<file path="src/rtl/page_q_pkg.sv">
// page_q_pkg: shared definitions for the page input queues.
//   - clog2: ceiling log2 usable in parameter expressions.
//   - Token packing: a stored token is {data, eos}; EOS sits in the LSB.
//   - Parameter legality macros used by the queue modules at elaboration.
`ifndef PAGE_Q_PKG_SV
`define PAGE_Q_PKG_SV

`define PAGE_Q_IS_POW2(x) (((x) >= 2) && (((x) & ((x) - 1)) == 0))
`define PAGE_Q_SLACK_OK(s, d) (((s) >= 0) && ((s) < (d)))

package page_q_pkg;

  localparam int TOK_EOS_BIT  = 0;
  localparam int TOK_DATA_LSB = 1;

  function automatic int clog2(input int value);
    int r;
    r = 0;
    for (int i = 0; i < 31; i++) begin
      if ((1 << i) < value) r = i + 1;
    end
    return r;
  endfunction

endpackage

`endif

</file>
<file path="src/rtl/page_qin_chan.sv">
// page_qin_chan: one channel of the page input queue.
// A DEPTH-entry circular FIFO of {data, eos} tokens with registered occupancy,
// back-pressure that leaves SLACK entries of headroom, a sticky end-of-stream
// flag and a sticky overflow flag.
// Ports:
//   clock, reset            : clock, synchronous active-high reset
//   in_d, in_e, in_v, in_b  : producer side (data, eos, valid, back-pressure)
//   out_d, out_e, out_v, out_b : consumer side (head data, eos, valid, stall)
//   count                   : current occupancy
//   eos_seen                : set when an eos token is dequeued
//   ovf                     : set when a token arrives with no room for it
module page_qin_chan
  import page_q_pkg::*;
#(
  parameter int W     = 16,
  parameter int DEPTH = 16,
  parameter int SLACK = 0,
  parameter int CW    = $clog2(DEPTH + 1)
) (
  input  logic          clock,
  input  logic          reset,
  input  logic [W-1:0]  in_d,
  input  logic          in_e,
  input  logic          in_v,
  output logic          in_b,
  output logic [W-1:0]  out_d,
  output logic          out_e,
  output logic          out_v,
  input  logic          out_b,
  output logic [CW-1:0] count,
  output logic          eos_seen,
  output logic          ovf
);

  localparam int AW = clog2(DEPTH);
  localparam int TW = W + 1;

  if (!`PAGE_Q_IS_POW2(DEPTH)) begin : g_bad_depth
    $error("page_qin_chan: DEPTH must be a power of two >= 2");
  end
  if (!`PAGE_Q_SLACK_OK(SLACK, DEPTH)) begin : g_bad_slack
    $error("page_qin_chan: SLACK must satisfy 0 <= SLACK < DEPTH");
  end

  logic [TW-1:0] mem [DEPTH];
  logic [AW-1:0] wptr;
  logic [AW-1:0] rptr;
  logic [TW-1:0] tok_in;
  logic [TW-1:0] head;
  logic          full;
  logic          deq;
  logic          enq;
  logic          drop;

  assign tok_in[TOK_EOS_BIT]      = in_e;
  assign tok_in[TOK_DATA_LSB +: W] = in_d;

  assign head  = mem[rptr];
  assign out_v = (count != '0);
  assign out_d = head[TOK_DATA_LSB +: W];
  assign out_e = head[TOK_EOS_BIT];

  assign full = (count == CW'(DEPTH));
  assign deq  = out_v & ~out_b;
  // A full queue still accepts when the head leaves on the same edge; the
  // write lands in the slot being vacated (wptr == rptr when full).
  assign enq  = in_v & ~(full & ~deq) & ~reset;
  assign drop = in_v & full & ~deq;

  assign in_b = reset | (count >= CW'(DEPTH - SLACK));

  // Storage is not reset; only the pointers and count define what is valid.
  always_ff @(posedge clock) begin
    if (enq) mem[wptr] <= tok_in;
  end

  always_ff @(posedge clock) begin
    if (reset) begin
      wptr     <= '0;
      rptr     <= '0;
      count    <= '0;
      eos_seen <= 1'b0;
      ovf      <= 1'b0;
    end else begin
      if (enq) wptr <= wptr + AW'(1);
      if (deq) begin
        rptr <= rptr + AW'(1);
        if (out_e) eos_seen <= 1'b1;
      end
      if (drop) ovf <= 1'b1;
      if (enq & ~deq)      count <= count + CW'(1);
      else if (deq & ~enq) count <= count - CW'(1);
    end
  end

endmodule

</file>
<file path="src/rtl/page_multi_qin.sv">
// page_multi_qin: NCH independent page input queues.
// Slices the packed channel buses and instantiates one page_qin_chan per
// channel; there is no interaction between channels.
// Ports (channel c occupies slice c of each bus):
//   clock, reset               : clock, synchronous active-high reset
//   qin_d [NCH*W], qin_e, qin_v, qin_b   : producer side
//   qout_d [NCH*W], qout_e, qout_v, qout_b : consumer side
//   count [NCH*CW]             : per-channel occupancy
//   eos_seen, ovf              : per-channel sticky flags
module page_multi_qin
  import page_q_pkg::*;
#(
  parameter int NCH   = 1,
  parameter int W     = 16,
  parameter int DEPTH = 16,
  parameter int SLACK = 0,
  parameter int CW    = $clog2(DEPTH + 1)
) (
  input  logic              clock,
  input  logic              reset,
  input  logic [NCH*W-1:0]  qin_d,
  input  logic [NCH-1:0]    qin_e,
  input  logic [NCH-1:0]    qin_v,
  output logic [NCH-1:0]    qin_b,
  output logic [NCH*W-1:0]  qout_d,
  output logic [NCH-1:0]    qout_e,
  output logic [NCH-1:0]    qout_v,
  input  logic [NCH-1:0]    qout_b,
  output logic [NCH*CW-1:0] count,
  output logic [NCH-1:0]    eos_seen,
  output logic [NCH-1:0]    ovf
);

  if (!`PAGE_Q_IS_POW2(DEPTH)) begin : g_bad_depth
    $error("page_multi_qin: DEPTH must be a power of two >= 2");
  end
  if (!`PAGE_Q_SLACK_OK(SLACK, DEPTH)) begin : g_bad_slack
    $error("page_multi_qin: SLACK must satisfy 0 <= SLACK < DEPTH");
  end

  for (genvar c = 0; c < NCH; c++) begin : g_chan
    page_qin_chan #(
      .W     (W),
      .DEPTH (DEPTH),
      .SLACK (SLACK),
      .CW    (CW)
    ) u_chan (
      .clock    (clock),
      .reset    (reset),
      .in_d     (qin_d[c*W +: W]),
      .in_e     (qin_e[c]),
      .in_v     (qin_v[c]),
      .in_b     (qin_b[c]),
      .out_d    (qout_d[c*W +: W]),
      .out_e    (qout_e[c]),
      .out_v    (qout_v[c]),
      .out_b    (qout_b[c]),
      .count    (count[c*CW +: CW]),
      .eos_seen (eos_seen[c]),
      .ovf      (ovf[c])
    );
  end

endmodule

</file>
<file path="config.mk">
export PLATFORM = sky130hd
export DESIGN_NAME = page_multi_qin
export DESIGN_NICKNAME = d
export VERILOG_FILES = /design/src/rtl/page_q_pkg.sv /design/src/rtl/page_qin_chan.sv /design/src/rtl/page_multi_qin.sv
export SDC_FILE = /design/constraint.sdc
export NUM_CORES = 1
export LEC_CHECK = 0
export CAP_MARGIN = 20
export CORE_MARGIN = 4
export CORE_UTILIZATION = 65
export CTS_CLUSTER_DIAMETER = 150
export CTS_CLUSTER_SIZE = 24
export DETAILED_ROUTE_END_ITERATION = 10
export MAX_ROUTING_LAYER = met4
export PLACE_DENSITY = 0.85
export SETUP_SLACK_MARGIN = 0.4
export SLEW_MARGIN = 20
export SYNTH_ARGS = -nofsm -noshare
export SYNTH_HDL_FRONTEND = slang
export SYNTH_SLANG_ARGS = --single-unit
export TNS_END_PERCENT = 50
</file>
<file path="constraint.sdc">
create_clock -name clock -period 7.9 [get_ports clock]
set_clock_uncertainty 0.2 [all_clocks]
set_input_delay 1.975 -clock clock [delete_from_list [all_inputs] [get_ports clock]]
set_output_delay 1.975 -clock clock [all_outputs]
set_load 0.005 [all_outputs]
</file>
* Yosys cells after proc, flatten, opt, wreduce, memory -nomap -nowiden
Memories as Yosys holds them, arrays and structs flattened. A register that Yosys moved wholly into a read port is not among the register bits.
Index checks and enable logic that the tools add are counted.
** Word-level totals
- Memories kept :: 1
- Input bits :: 21
- Bits in writable memories :: 272
- Flip-flop bits (word level) :: 15
- Output and inout bits :: 26
** Cells by class
- Bitwise operators :: 14
- Muxes and demuxes :: 6
- Reduce and logical (&&, ||, !) cells :: 3
- $add $sub $neg :: 4
- Equality and inequality tests :: 1
- $lt $le $gt $ge :: 1
** Memories
- g_chan[0].u_chan.mem :: words 16, bits a word 17, rd ports 1, clocked after memory_dff 1, write ports 1, RTL line page_qin_chan.sv:45 : logic [TW-1:0] mem [DEPTH];
** Operators by type and width (count)
- $mux 5 :: 2
- $add 4x1->4 const B :: 2
- $and 1x1->1 :: 8
- $mux 4 :: 2
- $add 5x1->5 const B :: 1
- $eq 5x5->1 const B :: 1
- $ge 5x5->1 const B :: 1
- $not 1->1 :: 5
- $reduce_bool 5->1 :: 1
- $sub 5x1->5 const B :: 1
- $mux 1 :: 2
- $reduce_and 2->1 :: 1
- $reduce_bool 2->1 :: 1
- $or 1x1->1 :: 1

* Logic depth before layout (Yosys ltp)
- Depth in word-level cells :: 11
- Depth in mapped cells :: 10
- Depth with buffers taken out :: 10

* Least setup slack after synthesis
Ideal clock, no wire load.
- Path kind :: input to output
- Start :: input reset
- End :: output qin_b
- Stages on the path :: 2
- Data arrival time :: 2.428 ns
- Setup slack :: 3.297 ns
- Path buffers :: 1
- Cell sequence :: clkbuf_1 > or2_2
** On the way
- Longest elaborated chain between the ends :: 1
** Ends and longest elaborated chain
- start, declared :: RTL line page_multi_qin.sv:20 : input logic reset,
- $or 1x1->1 :: RTL line page_qin_chan.sv:70 : assign in_b = reset | (count >= CW'(DEPTH - SLACK));
- end, declared :: RTL line page_multi_qin.sv:24 : output logic [NCH-1:0] qin_b,
No other way between the ends.

* Worst setup path in the final report
Same ends and word-level chain as after synthesis.

==> results.md <==
- Worst setup EP type: output port
- Multiplexer area fraction after synthesis: 0.176
- FF+latch count, synth: 291
- Setup tns final: 0 ps
- Total congestion overflow: 0
- CP Class: in2out
- Synth area leaders: edfxtp_1 (73%), mux4_2 (16%), dfxtp_1 (3.4%)
- Mean Syn Cell Area: 22.7 µm²
- Asr flop ratio synth: 0
- Initial antenna violation count: 0
- Ys Warns: 0
- Least-Margin Pin Slew: 1120 ps
- First-pass GRT wire length: 35.9 mm
- Main combinational cell family by area after synthesis: multiplexers
- EDFF count, synth: 272
- Pleak: 3.85 nW
- Post-Syn Area: 11200 µm²
- Drt first pass iters: 5
- Largest net degree at the start of global routing: 43
- Buffers on Ports: 46
- Hold Crit Class: reg2reg
- Run status: completed
- Synth top area share: 0.728
- Synth Area in Adders: 0.0118
- DR DRC count: 0
- Crit path required time: 5730 ps
- P per Cell Area: 271 nW/µm²
- Skew-Pair Late Insertion Delay: 490 ps
- Fillers: 891
- Multi-input gate area: 2570 µm²
- Syn Inst Count: 495
- Sequential cell area: 8550 µm²
- Max clock buf depth: 3
- Final setup viols: 0
- CTS tree: built
- RSZ-0062 raised after global routing: no
- Post-synth top cells: edfxtp_1 (272), mux4_2 (82), nor2_1 (29)
- Core ar.: 16800 µm²
- Vias in the first global route: 5573
- Antenna cell count: 0
- Sequential share of the synthesized area: 0.762
- Syn_nets: 526
- DRT Wirelength: 23.8 mm
- Row cnt: 47
- Initial Util: 0.669
- Routed Antenna Nets: 0
- Post-Synth XOR/XNOR Area: 0.00703
- Maximum clock rate: 0.173 GHz
- Overall global routing resource usage: 0.262
- Die Span X: 139 µm
- Die area: 19400 µm²
- Max IR drop VDD: 0.000225 V
- CP arrival: 3600 ps
- Synth Area in Compound Gates: 0.00881
- Main synth FF type: edfxtp_1
- Slew headroom: 0.253
- Hold violation count in the final report: 0
- Via density: 6.80
- Fin nets: 587
- Synth unique cells: 35
- Detail Placement HPWL: 12.7 mm
- Layout area overhead: 11.5%
- Max cap viols: 0
- Initial drt markers: 524
- Final WS setup: 2120 ps
- Post_cts resized: 0
- Setup bufs post-CTS: 0
- CP Max Fanout: 20
- CTS clock-pin slew for the worst setup and hold paths: 90 ps
- Max Slew Vio Count: 0
- Minimum clock period: 5780 ps
- Routed via count: 5301
- Yosys top cell by area: edfxtp_1
- GP Congestion: 0.774
- Num CTS Buffers: 16
- Startpoint type of the worst setup path: input port
- Final Cycle Share: 0.731
- Setup WS pre-CTS: 2110 ps
- Post-Synth Simple-Gate Area: 0.0208
- Drt wl/cell: 30.5 µm
- Hold_buf cts: 0
- Most frequent cell after synthesis: edfxtp_1
- Die H: 139 µm
- IO Count: 47
- Total power draw: 0.00339 W
- CTS H-Tree Depth: 1
- Layout cells sized above 1: 0.252
- CTS Sinks: 291
- Root Driver: clkbuf_16
-- cell usage in the layout (no fill, tap or decap), drive strengths merged --
cell	count
edfxtp	272
mux4	85
clkdlybuf4s50	46
nor2	29
clkbuf	21
buf	20
dfxtp	19
ha	9
inv	7
a21oi	6
nand2	5
xnor2	5
mux2i	5
nand2b	4
nor3	4
xor2	4
a211oi	2
a21o	2
nor4	1
and2	1
or4	1
o21ai	1
or3b	1
a211o	1
or2	1
nand3b	1
o31ai	1
nand3	1
and3	1
o211ai	1
a31oi	1
fa	1
clkinv	1
-- critical path: stages --
cell and delay, ps:
clkdlybuf4s50_1 730, or2_2 440, clkdlybuf4s50_1 450
-- worst paths after layout --
path / slack (ps) / depth (start not counted) / to / start
hold reg to reg: 290 / 2 / g_chan[0].u_chan.ovf / g_chan[0].u_chan.ovf
setup reg to reg: 4740 / 10 / g_chan[0].u_chan.count[4] / g_chan[0].u_chan.count[0]
hold / removal: 290 / 2 / g_chan[0].u_chan.ovf / g_chan[0].u_chan.ovf
setup / recovery: 2120 / 3 / qin_b / reset
-- registers in the layout, summed over array words and instances (netlist names), named ones only --
register	flops
g_chan.u_chan.mem	272
g_chan.u_chan.count	5
g_chan.u_chan.rptr	4
g_chan.u_chan.wptr	4
g_chan.u_chan.eos_seen	1
g_chan.u_chan.ovf	1
-- stage by stage --
stage               instances  hold WS, ps  area, µm²   util
CTS                       780          302      12500  0.746
floorplan                 495          261      11200      -
finish                    780          292      12500  0.746
global placement          758          254      12000  0.718
global route              780          324      12500  0.746
detailed placement        758          280      12000  0.718
-- kinds of logic after synthesis --
family,count (synthesis)
AO/OA/AOI/OAI,15
XOR/XNOR,9
adder cells (fa/ha/maj),10
buffers and inverters,30
flip-flops,291
multiplexers,90
AND/OR/NAND/NOR,50
-- where the power goes --
| part | switching, W | internal, W | total [W] |
|---|---|---|---|
| clock | 0.000462 | 0.000401 | 0.000863 |
| combinational | 0.000252 | 0.000443 | 0.000695 |
| sequential | 0.000112 | 0.00172 | 0.00183 |
| total | 0.000826 | 0.00257 | 0.00339 |
-- final cells by class --
type | count | share of cell area
clock inverter | 1 | 0.00240
clock buffer | 21 | 0.0352
tap | 220 | 0.0220
multi-input combinational | 174 | 0.205
sequential | 291 | 0.684
timing repair buffer | 66 | 0.0488
inverter | 7 | 0.00210
-- routing by layer --
layer,vias up,part of all wire,track usage
met5,-,0,-
met4,0,0.028,0.0726
met3,52,0.089,0.0467
met2,330,0.53,0.440
met1,2749,0.35,0.336
li1,2170,-,-
Note: power is estimated with default switching activity, not from simulation.
